$ cat src/rtl/mem_switcher_pkg.sv
// Shared types and constants for the memory access sequencer.
// State encoding, default IO window base and timeout read fill value.
package mem_switcher_pkg;

    typedef enum logic [1:0] {
        ST_IDLE = 2'd0,
        ST_SRAM = 2'd1,
        ST_IO   = 2'd2,
        ST_DONE = 2'd3
    } state_t;

    localparam logic [15:0] IO_BASE_DEF  = 16'hF000;
    localparam logic [15:0] TIMEOUT_FILL = 16'hFFFF;

endpackage

$ cat src/rtl/mem_switcher_if.sv
// Decoder-side strobes/results plus the SRAM and IO bus signals.
// slave is the sequencer's view; master is the decoder/memory side.
interface mem_switcher_if;

    logic        ram_read;
    logic        ram_write;
    logic [15:0] addr;
    logic [15:0] wdata;
    logic        mem_busy;
    logic        mem_ready;
    logic [15:0] rdata;
    logic        io_err;

    logic        sram_cs;
    logic        sram_we;
    logic [15:0] sram_addr;
    logic [15:0] sram_wdata;
    logic [15:0] sram_rdata;

    logic        io_req;
    logic        io_we;
    logic [15:0] io_addr;
    logic [15:0] io_wdata;
    logic [15:0] io_rdata;
    logic        io_ack;

    modport slave (
        input  ram_read, ram_write, addr, wdata,
        input  sram_rdata, io_rdata, io_ack,
        output mem_busy, mem_ready, rdata, io_err,
        output sram_cs, sram_we, sram_addr, sram_wdata,
        output io_req, io_we, io_addr, io_wdata
    );

    modport master (
        output ram_read, ram_write, addr, wdata,
        output sram_rdata, io_rdata, io_ack,
        input  mem_busy, mem_ready, rdata, io_err,
        input  sram_cs, sram_we, sram_addr, sram_wdata,
        input  io_req, io_we, io_addr, io_wdata
    );

endinterface

$ cat src/rtl/mem_switcher.sv
// Memory access sequencer: routes decoder loads/stores to SRAM
// (fixed wait states) or the IO bus (req/ack with timeout).
module mem_switcher
    import mem_switcher_pkg::*;
#(
    parameter int unsigned SRAM_WAIT  = 1,
    parameter logic [15:0] IO_BASE    = IO_BASE_DEF,
    parameter int unsigned IO_TIMEOUT = 64
) (
    input  logic           clk,
    input  logic           rst_n,
    mem_switcher_if.slave  bus
);

    localparam logic [1:0] S_IDLE = ST_IDLE;
    localparam logic [1:0] S_SRAM = ST_SRAM;
    localparam logic [1:0] S_IO   = ST_IO;
    localparam logic [1:0] S_DONE = ST_DONE;

    localparam logic [7:0] W_INIT  = 8'(SRAM_WAIT);
    localparam logic [7:0] TO_LAST = 8'(IO_TIMEOUT - 1);

    logic [1:0]  r_state;
    logic [7:0]  r_cnt;
    logic [15:0] r_addr;
    logic [15:0] r_wdata;
    logic        r_we;
    logic [15:0] r_rdata;
    logic        r_err;

    logic w_sram;
    logic w_io;

    assign w_sram = (r_state == S_SRAM);
    assign w_io   = (r_state == S_IO);

    always_ff @(posedge clk) begin
        if (!rst_n) begin
            r_state <= S_IDLE;
            r_cnt   <= '0;
            r_addr  <= '0;
            r_wdata <= '0;
            r_we    <= 1'b0;
            r_rdata <= '0;
            r_err   <= 1'b0;
        end else begin
            unique case (r_state)
                S_IDLE: begin
                    if (bus.ram_read || bus.ram_write) begin
                        r_addr  <= bus.addr;
                        r_wdata <= bus.wdata;
                        // a simultaneous read+write is treated as a read
                        r_we    <= !bus.ram_read;
                        if (bus.addr >= IO_BASE) begin
                            r_state <= S_IO;
                            r_cnt   <= '0;
                        end else begin
                            r_state <= S_SRAM;
                            r_cnt   <= W_INIT;
                        end
                    end
                end
                S_SRAM: begin
                    if (r_cnt == '0) begin
                        if (r_we) begin
                            r_state <= S_IDLE;
                        end else begin
                            r_rdata <= bus.sram_rdata;
                            r_state <= S_DONE;
                        end
                    end else begin
                        r_cnt <= r_cnt - 8'd1;
                    end
                end
                S_IO: begin
                    if (bus.io_ack) begin
                        if (r_we) begin
                            r_state <= S_IDLE;
                        end else begin
                            r_rdata <= bus.io_rdata;
                            r_state <= S_DONE;
                        end
                    end else if (r_cnt == TO_LAST) begin
                        r_err <= 1'b1;
                        if (r_we) begin
                            r_state <= S_IDLE;
                        end else begin
                            r_rdata <= TIMEOUT_FILL;
                            r_state <= S_DONE;
                        end
                    end else begin
                        r_cnt <= r_cnt + 8'd1;
                    end
                end
                default: r_state <= S_IDLE;
            endcase
        end
    end

    assign bus.mem_busy   = w_sram || w_io;
    assign bus.mem_ready  = (r_state == S_DONE);
    assign bus.rdata      = r_rdata;
    assign bus.io_err     = r_err;

    assign bus.sram_cs    = w_sram;
    assign bus.sram_we    = w_sram && r_we;
    assign bus.sram_addr  = r_addr;
    assign bus.sram_wdata = r_wdata;

    assign bus.io_req     = w_io;
    assign bus.io_we      = w_io && r_we;
    assign bus.io_addr    = r_addr;
    assign bus.io_wdata   = r_wdata;

endmodule
$ cat src/flat_wrapper.sv
// flat-port wrapper written by rule: the top's interface ports become plain ports
module mem_switcher_flat import mem_switcher_pkg::*;
#(
    parameter int unsigned SRAM_WAIT  = 1,
    parameter logic [15:0] IO_BASE    = IO_BASE_DEF,
    parameter int unsigned IO_TIMEOUT = 64
)
  (clk, rst_n, bus_ram_read, bus_ram_write, bus_addr, bus_wdata, bus_sram_rdata, bus_io_rdata, bus_io_ack, bus_mem_busy, bus_mem_ready, bus_rdata, bus_io_err, bus_sram_cs, bus_sram_we, bus_sram_addr, bus_sram_wdata, bus_io_req, bus_io_we, bus_io_addr, bus_io_wdata);
  mem_switcher_if bus_i ();
  input  logic clk;
  input  logic rst_n;
  input wire logic [$bits(bus_i.ram_read)-1:0] bus_ram_read;
  input wire logic [$bits(bus_i.ram_write)-1:0] bus_ram_write;
  input wire logic [$bits(bus_i.addr)-1:0] bus_addr;
  input wire logic [$bits(bus_i.wdata)-1:0] bus_wdata;
  input wire logic [$bits(bus_i.sram_rdata)-1:0] bus_sram_rdata;
  input wire logic [$bits(bus_i.io_rdata)-1:0] bus_io_rdata;
  input wire logic [$bits(bus_i.io_ack)-1:0] bus_io_ack;
  output wire logic [$bits(bus_i.mem_busy)-1:0] bus_mem_busy;
  output wire logic [$bits(bus_i.mem_ready)-1:0] bus_mem_ready;
  output wire logic [$bits(bus_i.rdata)-1:0] bus_rdata;
  output wire logic [$bits(bus_i.io_err)-1:0] bus_io_err;
  output wire logic [$bits(bus_i.sram_cs)-1:0] bus_sram_cs;
  output wire logic [$bits(bus_i.sram_we)-1:0] bus_sram_we;
  output wire logic [$bits(bus_i.sram_addr)-1:0] bus_sram_addr;
  output wire logic [$bits(bus_i.sram_wdata)-1:0] bus_sram_wdata;
  output wire logic [$bits(bus_i.io_req)-1:0] bus_io_req;
  output wire logic [$bits(bus_i.io_we)-1:0] bus_io_we;
  output wire logic [$bits(bus_i.io_addr)-1:0] bus_io_addr;
  output wire logic [$bits(bus_i.io_wdata)-1:0] bus_io_wdata;
  assign bus_i.ram_read = bus_ram_read;
  assign bus_i.ram_write = bus_ram_write;
  assign bus_i.addr = bus_addr;
  assign bus_i.wdata = bus_wdata;
  assign bus_i.sram_rdata = bus_sram_rdata;
  assign bus_i.io_rdata = bus_io_rdata;
  assign bus_i.io_ack = bus_io_ack;
  assign bus_mem_busy = bus_i.mem_busy;
  assign bus_mem_ready = bus_i.mem_ready;
  assign bus_rdata = bus_i.rdata;
  assign bus_io_err = bus_i.io_err;
  assign bus_sram_cs = bus_i.sram_cs;
  assign bus_sram_we = bus_i.sram_we;
  assign bus_sram_addr = bus_i.sram_addr;
  assign bus_sram_wdata = bus_i.sram_wdata;
  assign bus_io_req = bus_i.io_req;
  assign bus_io_we = bus_i.io_we;
  assign bus_io_addr = bus_i.io_addr;
  assign bus_io_wdata = bus_i.io_wdata;
  mem_switcher #(.SRAM_WAIT(SRAM_WAIT), .IO_BASE(IO_BASE), .IO_TIMEOUT(IO_TIMEOUT)) u_core (.clk(clk), .rst_n(rst_n), .bus(bus_i));
endmodule
$ cat config.mk
export PLATFORM = sky130hd
export DESIGN_NAME = mem_switcher_flat
export DESIGN_NICKNAME = d
export VERILOG_FILES = /design/src/rtl/mem_switcher_pkg.sv /design/src/rtl/mem_switcher_if.sv /design/src/rtl/mem_switcher.sv /design/src/flat_wrapper.sv
export SDC_FILE = /design/constraint.sdc
export NUM_CORES = 1
export LEC_CHECK = 0
export ABC_AREA = 1
export CAP_MARGIN = 20
export CORE_MARGIN = 3
export CORE_UTILIZATION = 36
export DETAILED_ROUTE_END_ITERATION = 16
export GPL_ROUTABILITY_DRIVEN = 0
export PLACE_DENSITY = 0.82
export SYNTH_ARGS = -nofsm -noshare
export SYNTH_HDL_FRONTEND = slang
export SYNTH_SLANG_ARGS = --single-unit
$ cat constraint.sdc
create_clock -name clk -period 1.85 [get_ports clk]
set_input_delay 0.2775 -clock clk [delete_from_list [all_inputs] [get_ports clk]]
set_output_delay 0.2775 -clock clk [all_outputs]
set_load 0.005 [all_outputs]
==> flow_summary.rst, run 1 <==
.. list-table::
   :header-rows: 1

   * - Metric
     - Value
   * - Status
     - completed
   * - Share of layout cells above drive strength 1
     - 0.1081
   * - Clk network pwr share
     - 0.152
   * - Slowest-stage cell, CP
     - sky130_fd_sc_hd__clkdlybuf4s50_1
   * - Maximum number of pins on one net before global-route repair
     - 35
   * - Vertical extent of the die
     - 98.69 um
   * - Number of remaining DRC errors
     - 0
   * - R2R Path Start
     - u_core.r_state[0]
   * - Cell chosen for the clock root
     - sky130_fd_sc_hd__clkbuf_8
   * - Fraction of power spent switching nets
     - 0.3977
   * - Logic pwr share
     - 0.583
   * - Maximum net fanout on the critical path
     - 5
   * - Num Clock Sinks
     - 60
   * - Clk_lat worst skew
     - 0.33 ns
   * - First-pass GRT wire length
     - 14.35 mm
   * - Synthesized netlist net count
     - about 500
   * - Post-Syn Area
     - 3093 um2
   * - Input/output buffers
     - 155
   * - Global-route usage over all layers
     - 0.1814
   * - Setup slack of the worst register-to-register path
     - ~0.05 ns
   * - Floorplan die width
     - 98.69 um
   * - Via count of the first global-routing pass
     - about 3000
   * - Yosys synthesis warning count
     - 0
   * - Category of the worst setup path launch point
     - register
   * - Number of standard cells after synthesis
     - between 400 and 500
   * - Unique masters post-synth
     - 33
   * - Internal power contribution
     - 0.004848 W
   * - Critical Path End Type
     - primary output
   * - Shortest clock period the worst path allows after layout
     - 1.806 ns
   * - Capturing point of the worst reg2reg path
     - u_core.r_cnt[2]
   * - Worst min path class
     - in2reg
   * - Avg Inst Size Synth
     - 7.382 um2
   * - Power density relative to cell area
     - 1666 nW/um2
   * - Total via count in the routed design
     - between 3000 and 4000
   * - DR WL/cell
     - 13.72 um
   * - Die Outline Area
     - 9740 um2
   * - Count of pins over their slew limit
     - 0
   * - Part of the power in registers
     - 0.265
   * - Clock tree from TritonCTS
     - done
   * - Total overflow reported by the global router
     - 0
   * - Final Hold Fails
     - 0
   * - Cells on worst reg2reg path
     - 11
   * - Biggest cell delay along the critical path
     - around 0.5 ns
   * - Post-synthesis async set-or-reset flop share
     - 0
   * - Kind of critical path
     - reg2out
   * - DRT Wirelength
     - 9.058 mm
   * - Final setup violation count
     - 0
   * - Clock slew seen by the registers of the worst setup and hold paths
     - ~0.08 ns
   * - Net switching power
     - 0.003201 W
   * - Data arrival time of the critical path
     - 1.53 ns
   * - Number of enable-type register cells in the synthesized netlist
     - 0
   * - Post-detailed-route via-to-cell ratio
     - 4.780
   * - Count of cells along the worst hold path
     - 2
   * - Number of nets in the final layout
     - 630
   * - Clock Skew
     - 0.01103 ns
   * - Critical path buffers and inverters
     - 2
   * - Initial drt markers
     - 100
   * - Slew at the pin closest to its max-slew limit
     - 0.5617 ns
   * - Flops & latches, synth
     - 60
   * - Cell Count Post-Placement
     - 642
   * - Critical path required time
     - 1.57 ns
   * - P&R area growth vs syn
     - 56.23%
   * - Initial core utilization
     - 0.3727
   * - Commonest cells after routing, fill and taps aside
     - 149 x sky130_fd_sc_hd__clkdlybuf4s50_1, 110 x sky130_fd_sc_hd__nor2_1, 58 x sky130_fd_sc_hd__dfxtp_1
   * - Register area share after synthesis
     - 0.3883
   * - Io pins
     - between 150 and 200
   * - Cell family with most CP delay
     - buffers and inverters
   * - Post-CTS Hold Fix Bufs
     - 0
   * - Antenna violations before repair
     - 0
   * - Site row count
     - 33
   * - # H-tree levels
     - 3
   * - Worst relative slew slack
     - 0.6250
   * - Fmax achieved
     - 0.5538 GHz
   * - Final period utilization
     - 0.9760
   * - Worst-case hold path end point
     - u_core.bus.io_err
   * - Count of inserted antenna diode cells
     - 0
   * - Clk buf depth
     - 2
   * - Maxcap violations
     - 0
   * - Placeable Area
     - approximately 8300 um2
   * - WHS
     - 0.3918 ns
   * - Inserted Clock Buffers
     - 9
   * - Worst voltage drop across the vdd grid
     - roughly 0.65 mV
   * - Number of standard cells in the layout, taps in and fillers out
     - 660
   * - Number of nets still failing antenna checks after routing
     - 0
   * - Primary FF master, synth
     - sky130_fd_sc_hd__dfxtp_1
   * - Most common cell after layout, fill and taps aside
     - sky130_fd_sc_hd__clkdlybuf4s50_1
   * - Worst hold start
     - rst_n
   * - Post-detail-place hpwl
     - 6.978 mm
   * - Static power due to leakage
     - ~2.0 nW
   * - Detailed-routing iteration count for the pre-antenna-repair pass
     - 4
   * - Cells traversed along the worst timing path
     - ha_4, buf_4, clkdlybuf4s50_1
## cell usage after synthesis, types with 10 or more instances
cell type / count / area [um2]
sky130_fd_sc_hd__buf_4: 32 / 240.2
sky130_fd_sc_hd__clkbuf_1: 13 / 48.80
sky130_fd_sc_hd__inv_1: 25 / 93.84
sky130_fd_sc_hd__nand2_1: 44 / 165.2
sky130_fd_sc_hd__nand3_1: 11 / 55.05
sky130_fd_sc_hd__o22a_1: 16 / 140.1
sky130_fd_sc_hd__dfxtp_1: 60 / 1201
sky130_fd_sc_hd__nor2_1: 110 / 412.9
sky130_fd_sc_hd__ha_1: 11 / 137.6
sky130_fd_sc_hd__o21ai_1: 10 / 50.05
sky130_fd_sc_hd__o21ai_0: 44 / 220.2
sky130_fd_sc_hd__a21oi_1: 15 / 75.07
## cell type report
type | count | area (um2)
clock inverters | 3 | 45.04
clock buffers | 13 | 158.9
fillers | 753 | 3467
flip-flops and latches | 60 | 1206
multi-input cells | 284 | 1530
inverters | 27 | 111.4
repair buffers | 168 | 1649
well taps | 105 | 131.4
## layer usage
layer / part of all wire / track usage / wire [um] / vias up
met1: 0.42 / 0.2226 / 3848 / 1430
met3: 0.085 / 0.05520 / 767 / 4
met2: 0.49 / 0.3099 / 4397 / 133
li1: - / - / - / 1588
met4: 0.0049 / 0.04727 / 44 / 0
met5: 0 / 0 / 0 / -
## sequential cells by signal, indices dropped and copies added, names as in the netlist
register             cells
u_core.bus.io_addr      16
u_core.bus.io_err        1
u_core.bus.io_wdata     16
u_core.bus.rdata        16
u_core.r_cnt             8
u_core.r_state           2
u_core.r_we              1
## through the flow
stage | total power, W | area, um2 | TNS [ns] | worst slack [ns] | util
2_1_floorplan | 0.004937 | 3095 | 0 | 0.01400 | -
3_3_place_gp | 0.006485 | 4524 | 0 | 0.02109 | 0.5452
3_5_place_dp | 0.006662 | 4524 | -0.1941 | -0.09577 | 0.5452
4_1_cts | 0.007940 | 4762 | -0.08322 | -0.03880 | 0.5738
5_1_grt | 0.008743 | 4832 | -0.1161 | -0.04136 | 0.5822
6_report | 0.008048 | 4832 | 0 | 0.04442 | 0.5822
## logic make-up (layout without fill, tap and decap cells)
group / Yosys count / in the layout / share of synthesized area
fa+ha+maj: 11 / 11 / 0.04450
buf+inv: 75 / 211 / 0.1416
flops: 60 / 60 / 0.3883
compound gates: 90 / 90 / 0.1695
simple gates: 180 / 180 / 0.2476
xor+xnor: 3 / 3 / 0.008497
## worst register-to-register path, stage by stage, from the launching register on
cell and delay [ns]:
sky130_fd_sc_hd__dfxtp_2 0.34, sky130_fd_sc_hd__inv_2 0.05, sky130_fd_sc_hd__ha_4 0.17, sky130_fd_sc_hd__inv_6 0.09, sky130_fd_sc_hd__nand2_1 0.08, sky130_fd_sc_hd__and2_4 0.15
sky130_fd_sc_hd__ha_2 0.16, sky130_fd_sc_hd__a21oi_2 0.16, sky130_fd_sc_hd__inv_2 0.07, sky130_fd_sc_hd__or2_2 0.27, sky130_fd_sc_hd__nand3_1 0.08, sky130_fd_sc_hd__a21oi_1 0.06
## what timing repair did
item                       4_1_cts  5_1_grt
pin swaps                        0        3
setup endpoints to repair       20       14
resized for setup               11       18
buffers inserted                 0        2
## power groups by stage
| stage | sequential (W) | clock, W | combinational (W) |
|---|---|---|---|
| 5_1_grt | 0.00220 | 0.00131 | 0.00523 |
| 2_1_floorplan | 0.00210 | 0 | 0.00283 |
| 4_1_cts | 0.00212 | 0.00124 | 0.00458 |
| 3_5_place_dp | 0.00214 | 0 | 0.00453 |
| 6_report | 0.00213 | 0.00122 | 0.00469 |
| 3_3_place_gp | 0.00210 | 0 | 0.00439 |
## worst max-delay path by stage
stage,startpoint,endpoint,slack (ns),depth (start not counted)
global placement,u_core.r_state[0],u_core.r_cnt[2],0.02,11
global route,u_core.r_state[1],u_core.r_cnt[7],-0.04,9
CTS,u_core.r_state[1],bus_io_req,-0.04,3
finish,u_core.r_state[1],bus_io_req,0.04,3
floorplan,u_core.r_state[0],u_core.r_cnt[2],0.01,11
detailed placement,u_core.r_state[0],u_core.r_cnt[2],-0.1,11
Note: power is estimated with default switching activity, not from simulation.
==> inputs of run 2 (changes only) <==
Settings changed: CORE_MARGIN 3 to not set, SETUP_SLACK_MARGIN set to 0.05.
==> run 2 against run 1 <==
  * Final cell count is 1.4% higher
  * Sequential share of layout area decreased by 1.1 points
  * Worst setup slack lost 0.0085 ns
  * Cell area rose by 4.6%
  * Combinational power increased by 12%
  * Critical path depth increased by 8
  * Critical path type is now reg2reg
  * Critical endpoint is now u_core.r_cnt[4]
  * Largest power group unchanged
==> flow_summary.rst, run 2 (synthesis results as in run 1) <==
.. list-table::
   :header-rows: 1

   * - Metric
     - Value
   * - Status
     - completed
   * - DR WL/cell
     - 14.10 um (+2.7%)
   * - Dominant cell type by count on the critical path
     - sky130_fd_sc_hd__ha_4
   * - Count of pins over their slew limit
     - 0 (unchanged)
   * - Share of layout cells above drive strength 1
     - 0.1472 (+0.03906)
   * - Via count of the first global-routing pass
     - 2893 (-1.2%)
   * - Slowest-stage cell, CP
     - sky130_fd_sc_hd__dfxtp_2
   * - Worst hold start
     - u_core.bus.io_err
   * - Site row count
     - 33 (unchanged)
   * - RSZ-0062 raised after global routing
     - true
   * - Cell Count Post-Placement
     - 639 (-0.47%)
   * - Global-route usage over all layers
     - 0.2028 (+0.02146)
   * - Total Power Consumption
     - 0.008644 W (+7.4%)
   * - Post-detail-place hpwl
     - 6.360 mm (-8.9%)
   * - Inserted Clock Buffers
     - 9 (unchanged)
   * - Shortest clock period the worst path allows after layout
     - 1.814 ns (+0.008525 ns)
   * - Placeable Area
     - 8258 um2 (-0.50%)
   * - Total overflow reported by the global router
     - 0 (unchanged)
   * - Fmax achieved
     - 0.5512 GHz (-0.47%)
   * - Cell chosen for the clock root
     - sky130_fd_sc_hd__clkbuf_8
   * - Die Outline Area
     - 8966 um2 (-7.9%)
   * - Io pins
     - 156 (unchanged)
   * - Initial drt markers
     - 124 (+24%)
   * - Number of nets in the final layout
     - 640 (+1.6%)
   * - Maximum net fanout on the critical path
     - 7 (+2)
   * - Clk_lat worst skew
     - 0.33 ns (about the same)
   * - Detailed-routing iteration count for the pre-antenna-repair pass
     - 4 (unchanged)
   * - First-pass GRT wire length
     - 14.12 mm (-1.6%)
   * - Category of the worst setup path launch point
     - register
   * - # fillers
     - 709 (-5.8%)
   * - Critical Path End Type
     - register
   * - Antenna violations before repair
     - 0 (unchanged)
   * - Count of inserted antenna diode cells
     - 0 (unchanged)
   * - Initial core utilization
     - 0.3745 (+0.001863)
   * - Slew at the pin closest to its max-slew limit
     - 0.5421 ns (-0.01961 ns)
   * - Clock slew seen by the registers of the worst setup and hold paths
     - 0.07 ns (about the same)
   * - Launching instance or port of the critical path
     - u_core.r_state[0]
   * - Cells traversed along the worst timing path
     - inv_2, ha_4, inv_8, nand2_4, and2_4, ha_4, a21oi_4, o21bai_1, xor2_1, nand2_1, a21oi_2
   * - Critical path required time
     - 2.11 ns (+0.54 ns)
   * - Maxcap violations
     - 0 (unchanged)
   * - Clock tree from TritonCTS
     - done
   * - Worst voltage drop across the vdd grid
     - 0.6483 mV (+0.24%)
   * - Critical path buffers and inverters
     - 2 (unchanged)
   * - Worst relative slew slack
     - 0.6381 (+0.01309)
   * - Num Clock Sinks
     - 60 (unchanged)
   * - Total via count in the routed design
     - 3228 (+2.3%)
   * - Post-CTS Hold Fix Bufs
     - 0 (unchanged)
   * - Input/output buffers
     - 155 (unchanged)
   * - Post-detailed-route via-to-cell ratio
     - 4.825 (+0.94%)
   * - Clock Skew
     - 0.007876 ns (-0.003153 ns)
   * - R2R Path Start
     - u_core.r_state[0]
   * - DRT Wirelength
     - 9.430 mm (+4.1%)
   * - Fin area
     - 5054 um2 (+4.6%)
   * - Most common cell after layout, fill and taps aside
     - sky130_fd_sc_hd__clkdlybuf4s50_1
   * - Kind of critical path
     - reg2reg
   * - Static power due to leakage
     - 2.080 nW (+2.5%)
   * - Dpl cell area
     - 4523 um2 (about the same)
   * - Final period utilization
     - 0.9806 (+0.004608)
   * - Commonest cells after routing, fill and taps aside
     - 150 x sky130_fd_sc_hd__clkdlybuf4s50_1, 108 x sky130_fd_sc_hd__nor2_1, 57 x sky130_fd_sc_hd__dfxtp_1
   * - Final setup violation count
     - 0 (unchanged)
   * - Maximum number of pins on one net before global-route repair
     - 54 (+54%)
   * - Final Hold Fails
     - 0 (unchanged)
   * - Floorplan die width
     - 94.69 um (-4.1%)
   * - Number of nets still failing antenna checks after routing
     - 0 (unchanged)
   * - # H-tree levels
     - 3 (unchanged)
   * - P&R area growth vs syn
     - 63.39%
   * - Worst min path class
     - reg2reg
   * - Number of remaining DRC errors
     - 0 (unchanged)
   * - Cell family with most CP delay
     - compound AO/OA/AOI/OAI gates
   * - Vertical extent of the die
     - 94.69 um (-4.1%)
   * - Power density relative to cell area
     - 1710 nW/um2 (+2.7%)
   * - Data arrival time of the critical path
     - 2.08 ns (+0.55 ns)
   * - Biggest cell delay along the critical path
     - 0.34 ns (-0.15 ns)
   * - Clk buf depth
     - 2 (unchanged)
   * - Number of standard cells in the layout, taps in and fillers out
     - 669 (+1.4%)
## run 2: power by group
group | switching (W) | total, W | internal [W]
logic | 0.00259 | 0.00527 | 0.00269
clock network | 0.000520 | 0.00121 | 0.000686
registers | 0.000400 | 0.00217 | 0.00177
## run 2: layer usage
layer  part of all wire  vias to the layer above  wire length, um  GRT usage
met5                  0                        -                0          0
met4              0.017                        0              161    0.07323
met3              0.073                       14              688    0.04831
met2               0.49                      136             4606     0.3537
met1               0.42                     1466             3973     0.2407
li1                   -                     1612                -          -
## run 2: repair_timing
action                                 CTS  global route
setup endpoints to repair               28            25
setup buffers                            5             8
gates cloned                             0             2
endpoints found under the hold margin    0             0
gates resized for setup                 31            23
pin swaps                                7            11
## run 2: layout make-up
| cell class | count | area, um2 | share of cell area |
|---|---|---|---|
| Clock inverter | 4 | 48.80 | 0.009656 |
| Tap cell | 105 | 131.4 | 0.02600 |
| Multi-Input combinational cell | 286 | 1667 | 0.3298 |
| Clock buffer | 11 | 151.4 | 0.02996 |
| Sequential cell | 60 | 1207 | 0.2389 |
| Inverter | 27 | 123.9 | 0.02451 |
| Timing Repair Buffer | 176 | 1724 | 0.3412 |
## run 2: worst paths after layout
check | endpoint | slack (ns) | depth (start not counted)
worst max register to register | u_core.r_cnt[4] | 0.04 | 11
worst min register to register | u_core.bus.io_err | 0.47 | 1
worst min-delay path | u_core.bus.io_err | 0.47 | 1
worst max-delay path | u_core.r_cnt[4] | 0.04 | 11
## run 2: worst register-to-register path: stages, from the launching register on
cell                       delay (ns)
sky130_fd_sc_hd__dfxtp_2         0.34
sky130_fd_sc_hd__inv_2           0.05
sky130_fd_sc_hd__ha_4            0.18
sky130_fd_sc_hd__inv_8           0.10
sky130_fd_sc_hd__nand2_4         0.05
sky130_fd_sc_hd__and2_4          0.16
sky130_fd_sc_hd__ha_4            0.16
sky130_fd_sc_hd__a21oi_4         0.13
sky130_fd_sc_hd__o21bai_1        0.09
sky130_fd_sc_hd__xor2_1          0.21
sky130_fd_sc_hd__nand2_1         0.13
sky130_fd_sc_hd__a21oi_2         0.16
## run 2: through the flow
step	worst slack [ns]	util	TNS, ns	hold slack, ns
5_1_grt	-0.01910	0.6120	-0.03704	0.4960
3_5_place_dp	-0.02532	0.5477	-0.05769	0.4574
6_report	0.03589	0.6120	0	0.4742
4_1_cts	0.04347	0.5909	0	0.4777
2_1_floorplan	0.04012	-	0	0.3669
3_3_place_gp	0.06788	0.5477	0	0.4494
